<file path="src/rtl/dcache_controller.sv">
// Data-cache controller: a write-back, write-allocate miss handler that sits
// between the CPU load/store port, a tag/data SRAM and a line-wide memory.
// Optional hit/miss performance counters are built when the macro
// DCACHE_PERF_CNT_EN is defined; the default build omits them entirely.
module dcache_controller #(
    parameter int CNT_W = 32
) (
    input  logic         clk_i,
    input  logic         rst_i,
    input  logic [31:0]  cpu_addr_i,
    input  logic [31:0]  cpu_data_i,
    input  logic         cpu_MemRead_i,
    input  logic         cpu_MemWrite_i,
    output logic [31:0]  cpu_data_o,
    output logic         cpu_stall_o,
    output logic [31:0]  mem_addr_o,
    output logic [255:0] mem_data_o,
    output logic         mem_enable_o,
    output logic         mem_write_o,
    input  logic [255:0] mem_data_i,
    input  logic         mem_ack_i,
    output logic [3:0]   cache_sram_index_o,
    output logic [24:0]  cache_sram_tag_o,
    output logic [255:0] cache_sram_data_o,
    output logic         cache_sram_enable_o,
    output logic         cache_sram_write_o,
    input  logic [24:0]  cache_sram_tag_i,
    input  logic [255:0] cache_sram_data_i,
    input  logic         cache_sram_hit_i
`ifdef DCACHE_PERF_CNT_EN
    ,
    output logic [CNT_W-1:0] hit_cnt_o,
    output logic [CNT_W-1:0] miss_cnt_o
`endif
);

    localparam logic [2:0] IDLE       = 3'd0;
    localparam logic [2:0] MISS       = 3'd1;
    localparam logic [2:0] WRITEBACK  = 3'd2;
    localparam logic [2:0] READMISS   = 3'd3;
    localparam logic [2:0] READMISSOK = 3'd4;

    logic [2:0]   state;
    logic [2:0]   next_state;
    logic [255:0] fill_buf;
    logic [255:0] merged_line;

    logic         req;
    logic         is_store;
    logic [3:0]   index;
    logic [2:0]   word_sel;
    logic [22:0]  cpu_tag;
    logic         victim_dirty;

    assign req          = cpu_MemRead_i | cpu_MemWrite_i;
    assign is_store     = cpu_MemWrite_i;  // store wins when both strobes are high
    assign index        = cpu_addr_i[8:5];
    assign word_sel     = cpu_addr_i[4:2];
    assign cpu_tag      = cpu_addr_i[31:9];
    assign victim_dirty = cache_sram_tag_i[24] & cache_sram_tag_i[23];

    // Byte offset bits below word granularity are never needed.
    logic unused_ok;
    assign unused_ok = ^cpu_addr_i[1:0];

    assign cache_sram_index_o  = index;
    assign cache_sram_enable_o = req;
    assign cpu_data_o          = cache_sram_data_i[{word_sel, 5'b0} +: 32];

    // Store-hit line: the current line with the addressed word replaced.
    always_comb begin
        merged_line = cache_sram_data_i;
        merged_line[{word_sel, 5'b0} +: 32] = cpu_data_i;
    end

    // State register; reset abandons any memory transfer in flight.
    always_ff @(posedge clk_i) begin
        // NOTE: sequential state uses non-blocking assignments so every
        // register samples its inputs from the same pre-edge values.
        if (rst_i) state <= IDLE;
        else       state <= next_state;
    end

    // Fill buffer captures the memory line on the completing ack.
    always_ff @(posedge clk_i) begin
        if (rst_i)                                fill_buf <= '0;
        else if (state == READMISS && mem_ack_i)  fill_buf <= mem_data_i;
    end

    // Next-state logic; ack only matters while a transfer is outstanding.
    always_comb begin
        next_state = state;
        case (state)
            IDLE:       if (req && !cache_sram_hit_i) next_state = MISS;
            MISS:       next_state = victim_dirty ? WRITEBACK : READMISS;
            WRITEBACK:  if (mem_ack_i) next_state = READMISS;
            READMISS:   if (mem_ack_i) next_state = READMISSOK;
            READMISSOK: next_state = IDLE;
            default:    next_state = IDLE;
        endcase
    end

    // Output decode for the CPU, memory and SRAM write ports.
    always_comb begin
        // NOTE: every output gets a default first so no path infers a latch.
        cpu_stall_o        = 1'b1;
        mem_enable_o       = 1'b0;
        mem_write_o        = 1'b0;
        mem_addr_o         = '0;
        mem_data_o         = '0;
        cache_sram_write_o = 1'b0;
        cache_sram_tag_o   = '0;
        cache_sram_data_o  = '0;
        case (state)
            IDLE: begin
                cpu_stall_o = req & ~cache_sram_hit_i;
                if (req && cache_sram_hit_i && is_store) begin
                    cache_sram_write_o = 1'b1;
                    cache_sram_tag_o   = {1'b1, 1'b1, cpu_tag};
                    cache_sram_data_o  = merged_line;
                end
            end
            WRITEBACK: begin
                mem_enable_o = 1'b1;
                mem_write_o  = 1'b1;
                mem_addr_o   = {cache_sram_tag_i[22:0], index, 5'b0};
                mem_data_o   = cache_sram_data_i;
            end
            READMISS: begin
                mem_enable_o = 1'b1;
                mem_addr_o   = {cpu_addr_i[31:5], 5'b0};
            end
            READMISSOK: begin
                cache_sram_write_o = 1'b1;
                cache_sram_tag_o   = {1'b1, 1'b0, cpu_tag};
                cache_sram_data_o  = fill_buf;
            end
            default: ;
        endcase
    end

`ifdef DCACHE_PERF_CNT_EN
    // Saturating hit and miss counters.
    always_ff @(posedge clk_i) begin
        if (rst_i) begin
            hit_cnt_o  <= '0;
            miss_cnt_o <= '0;
        end else begin
            if (state == IDLE && req && cache_sram_hit_i && hit_cnt_o != '1)
                hit_cnt_o <= hit_cnt_o + 1'b1;
            if (state == IDLE && next_state == MISS && miss_cnt_o != '1)
                miss_cnt_o <= miss_cnt_o + 1'b1;
        end
    end
`else
    localparam int unused_cnt_w = CNT_W;
`endif

endmodule

</file>
<file path="config.mk">
export PLATFORM = sky130hd
export DESIGN_NAME = dcache_controller
export DESIGN_NICKNAME = d
export VERILOG_FILES = /design/src/rtl/dcache_controller.sv
export SDC_FILE = /design/constraint.sdc
export NUM_CORES = 1
export LEC_CHECK = 0
export CORE_AREA = 5 5 468 470
export CTS_BUF_LIST = sky130_fd_sc_hd__clkbuf_4 sky130_fd_sc_hd__clkbuf_8 sky130_fd_sc_hd__clkbuf_16
export DETAILED_ROUTE_END_ITERATION = 7
export DIE_AREA = 0 0 473 475
export HOLD_SLACK_MARGIN = 0.12
export SETUP_SLACK_MARGIN = 0.1
export SLEW_MARGIN = 20
export SYNTH_ARGS = -nofsm -noshare
export SYNTH_HDL_FRONTEND = slang
export SYNTH_SLANG_ARGS = --single-unit
</file>
<file path="constraint.sdc">
create_clock -name clk_i -period 10.7 [get_ports clk_i]
set_clock_uncertainty 0.1 [all_clocks]
set_input_delay 2.14 -clock clk_i [delete_from_list [all_inputs] [get_ports clk_i]]
set_output_delay 2.14 -clock clk_i [all_outputs]
set_load 0.05 [all_outputs]
</file>
==> qor.csv <==
metric,value,unit
violated checks,slew limit,
reg2reg path depth,8,
Top Family by Delay on Critical Path,buffers and inverters,
Worst R2R Start,state[2],
Sw Share,46.4,%
post-layout util,16.2,%
Hold WS,0.354,ns
largest net degree at the start of global routing,157,
Reg power frac,20.7,%
P_leak,12.5,nW
Switching Power,2.28,mW
Worst-path clk slew,0.05,ns
CTS HTree Levels,2,
Final Cycle Share,86.7,%
pwr dens,142,nW/µm²
crit-path cells,buf_4 > inv_1 > ha_1 > ha_1 > inv_1 > nand3_4 > o21ai_0 > clkdlybuf4s50_1,
crit path time final,9.28,ns
Fmax,108,MHz
vias post-DR,26713,
status,finished with violations,
Synth top area share,29.0,%
Crit Path Max Fanout,39,
Routed Antenna Nets,0,
CTS sink cnt,259,
Syn Area/Cell,7.22,µm²
wire per inst,45.9,µm
Worst-Skew Late Latency,0.65,ns
die width,473,µm
Slew @ Worst Pin,1.61,ns
main flop type after synthesis,dfxtp_1,
post-CTS setup buffers,0,
CP Launch Type,primary input,
Crit. Startpoint,cpu_addr_i[2],
Setup crit end kind,output port,
CP Capture Point,cache_sram_data_o[182],
Crit-path slowest cell,clkdlybuf4s50_1,
total track usage,25.3,%
Max-cap violations,0,
Rows,170,
"setup slack, reg-to-reg",6.23,ns
capture point of the worst reg-to-reg path,fill_buf[88],
top post-synthesis cells by area,"dfxtp_1 29%, nand2_1 15%, and3_1 9.1%, mux4_2 8.1%, a22oi_1 7.8%",
Yosys cell types,41,
Starting Density,8.36,%
synthesized area,17900,µm²
post-CTS sizing,0,
Via density,4.11,
final hold viol count,0,
global-route wire length before repair,353,mm
Critical Path Stages,8,
Critical Path AT,7.04,ns
Crit path required time,8.46,ns
Hold Path Depth,2,
"commonest non-fill, non-tap cell in the layout",clkdlybuf4s50_1,
DR top layer,met5,
RSZ-0062 raised after global routing,no,
clock buffer depth,3,
"commonest non-fill, non-tap cells in the layout","1,159 x clkdlybuf4s50_1, 726 x nand2_1, 258 x and3_1, 258 x a21oi_1, 258 x dfxtp_1",
share of cells above drive strength 1,7.62,%
crit path kind,in2out,
Root Driver,clkbuf_16,
Post-synth ARST share,0,%
WL met1,115,mm
Filler Cells Inserted,24306,
Internal,2.63,mW
Final Max Slew Viols,76,
Clk pwr share,34.2,%
final setup TNS,0,ns
Hold Path Class,reg2reg,
CP bufs+invs,4,
GPL Wtd Cong,0.874,
core area,214000,µm²
combinational power share,45.2,%
die height,475,µm
Synth Instances,2480,
final wirelength,298,mm
nets,4139,
Crit path largest cell delay,1.09,ns
worst relative slew slack,-7.52,%
count of buffers from port buffering,1209,
post-synthesis sequential area ratio,29.0,%
Layout area overhead,93.9,%
synthesized flop and latch total,259,
CTS buffer count,44,
DR WL met3,35.7,mm
worst vdd ir,107,µV
global route total overflow,0,
IO Count,1217,
vias in the first global route,25445,
CTS tree,built,
post-synth top area cell,dfxtp_1,
die area,225000,µm²
DR iter-0 viols,2932,
Detailed Routing Iterations Pass 1,6,
Post-synth EDFFs,0,
Yosys warnings,0,
initial antenna violation count,263,
final setup fails,0,
Remaining DRCs,0,
"Hold-fix buffers, CTS",0,
HPWL after DPL,247,mm
met2 WL,130,mm
-- metal layers --
layer	GRT usage, %	vias to the layer above
met5	0	-
met3	11.8	455
met4	12.3	80
met1	29.3	13154
li1	-	10960
met2	39.3	2064
-- cells in the mapped netlist, drive strengths merged (2+ instances only) --
master,count
inv,34
dfxtp,259
a311oi,5
o21ai,205
nor2,29
mux4,64
and2,30
nand2,727
o31ai,20
nor4,2
buf,117
and3,259
ha,6
nor3,2
nand2b,8
a22o,6
mux2i,87
nand3,5
nand4b,2
or3,4
clkbuf,148
a21oi,258
a22oi,186
o211ai,2
a21o,7
-- area by class of cell --
| type | count | area [µm²] | area share [%] |
|---|---|---|---|
| tap | 2838 | 3550 | 10.2 |
| timing repair buffer | 1261 | 12500 | 36.1 |
| clock buffer | 48 | 1170 | 3.36 |
| inverter | 34 | 143 | 0.411 |
| multi-input combinational | 1926 | 11500 | 33.0 |
| sequential | 259 | 5190 | 14.9 |
| clock inverter | 27 | 423 | 1.22 |
| antenna | 100 | 250 | 0.721 |
-- through the flow --
stage,setup WS [ns],total power [mW],instance area (µm²),instances
6_report,1.42,4.91,34700,6493
5_1_grt,1.33,5.03,34500,6431
4_1_cts,1.50,4.97,34400,6393
3_5_place_dp,1.51,3.26,32800,6318
3_3_place_gp,0.986,3.24,32600,6304
2_1_floorplan,2.91,2.03,17900,2484
-- registers in the layout (all words and copies together) (netlist names) --
name and count:
state 3, fill_buf 256
-- worst min-delay path by stage --
stage	end	from
2_1_floorplan	fill_buf[64]	fill_buf[64]
3_3_place_gp	fill_buf[21]	fill_buf[21]
3_5_place_dp	fill_buf[77]	fill_buf[77]
4_1_cts	fill_buf[78]	fill_buf[78]
5_1_grt	fill_buf[69]	fill_buf[69]
6_report	fill_buf[186]	fill_buf[186]
-- worst register-to-register path: cells and delay by family (launching register included) --
family                 cells  cell delay (ns)
DFF                        1             0.36
buffers and inverters      4             2.51
and+or+nand+nor            3             1.26
AOI/OAI and AO/OA          1             0.18
-- cells by family after synthesis --
kind of cell / share of synthesized area [%]
other: 0.0210
flip-flops: 29.0
multiplexers: 12.9
adder cells (fa/ha/maj): 0.419
buffers and inverters: 7.47
AND/OR/NAND/NOR: 27.1
AO/OA/AOI/OAI: 23.1
-- power by group through the flow --
stage	clock network [mW]	registers, mW	logic (mW)
floorplan	0	1.02	1.01
global placement	0	1.03	2.21
detailed placement	0	1.04	2.22
CTS	1.73	1.02	2.23
global route	1.75	1.02	2.27
finish	1.68	1.02	2.22
Note: power is estimated with default switching activity, not from simulation.
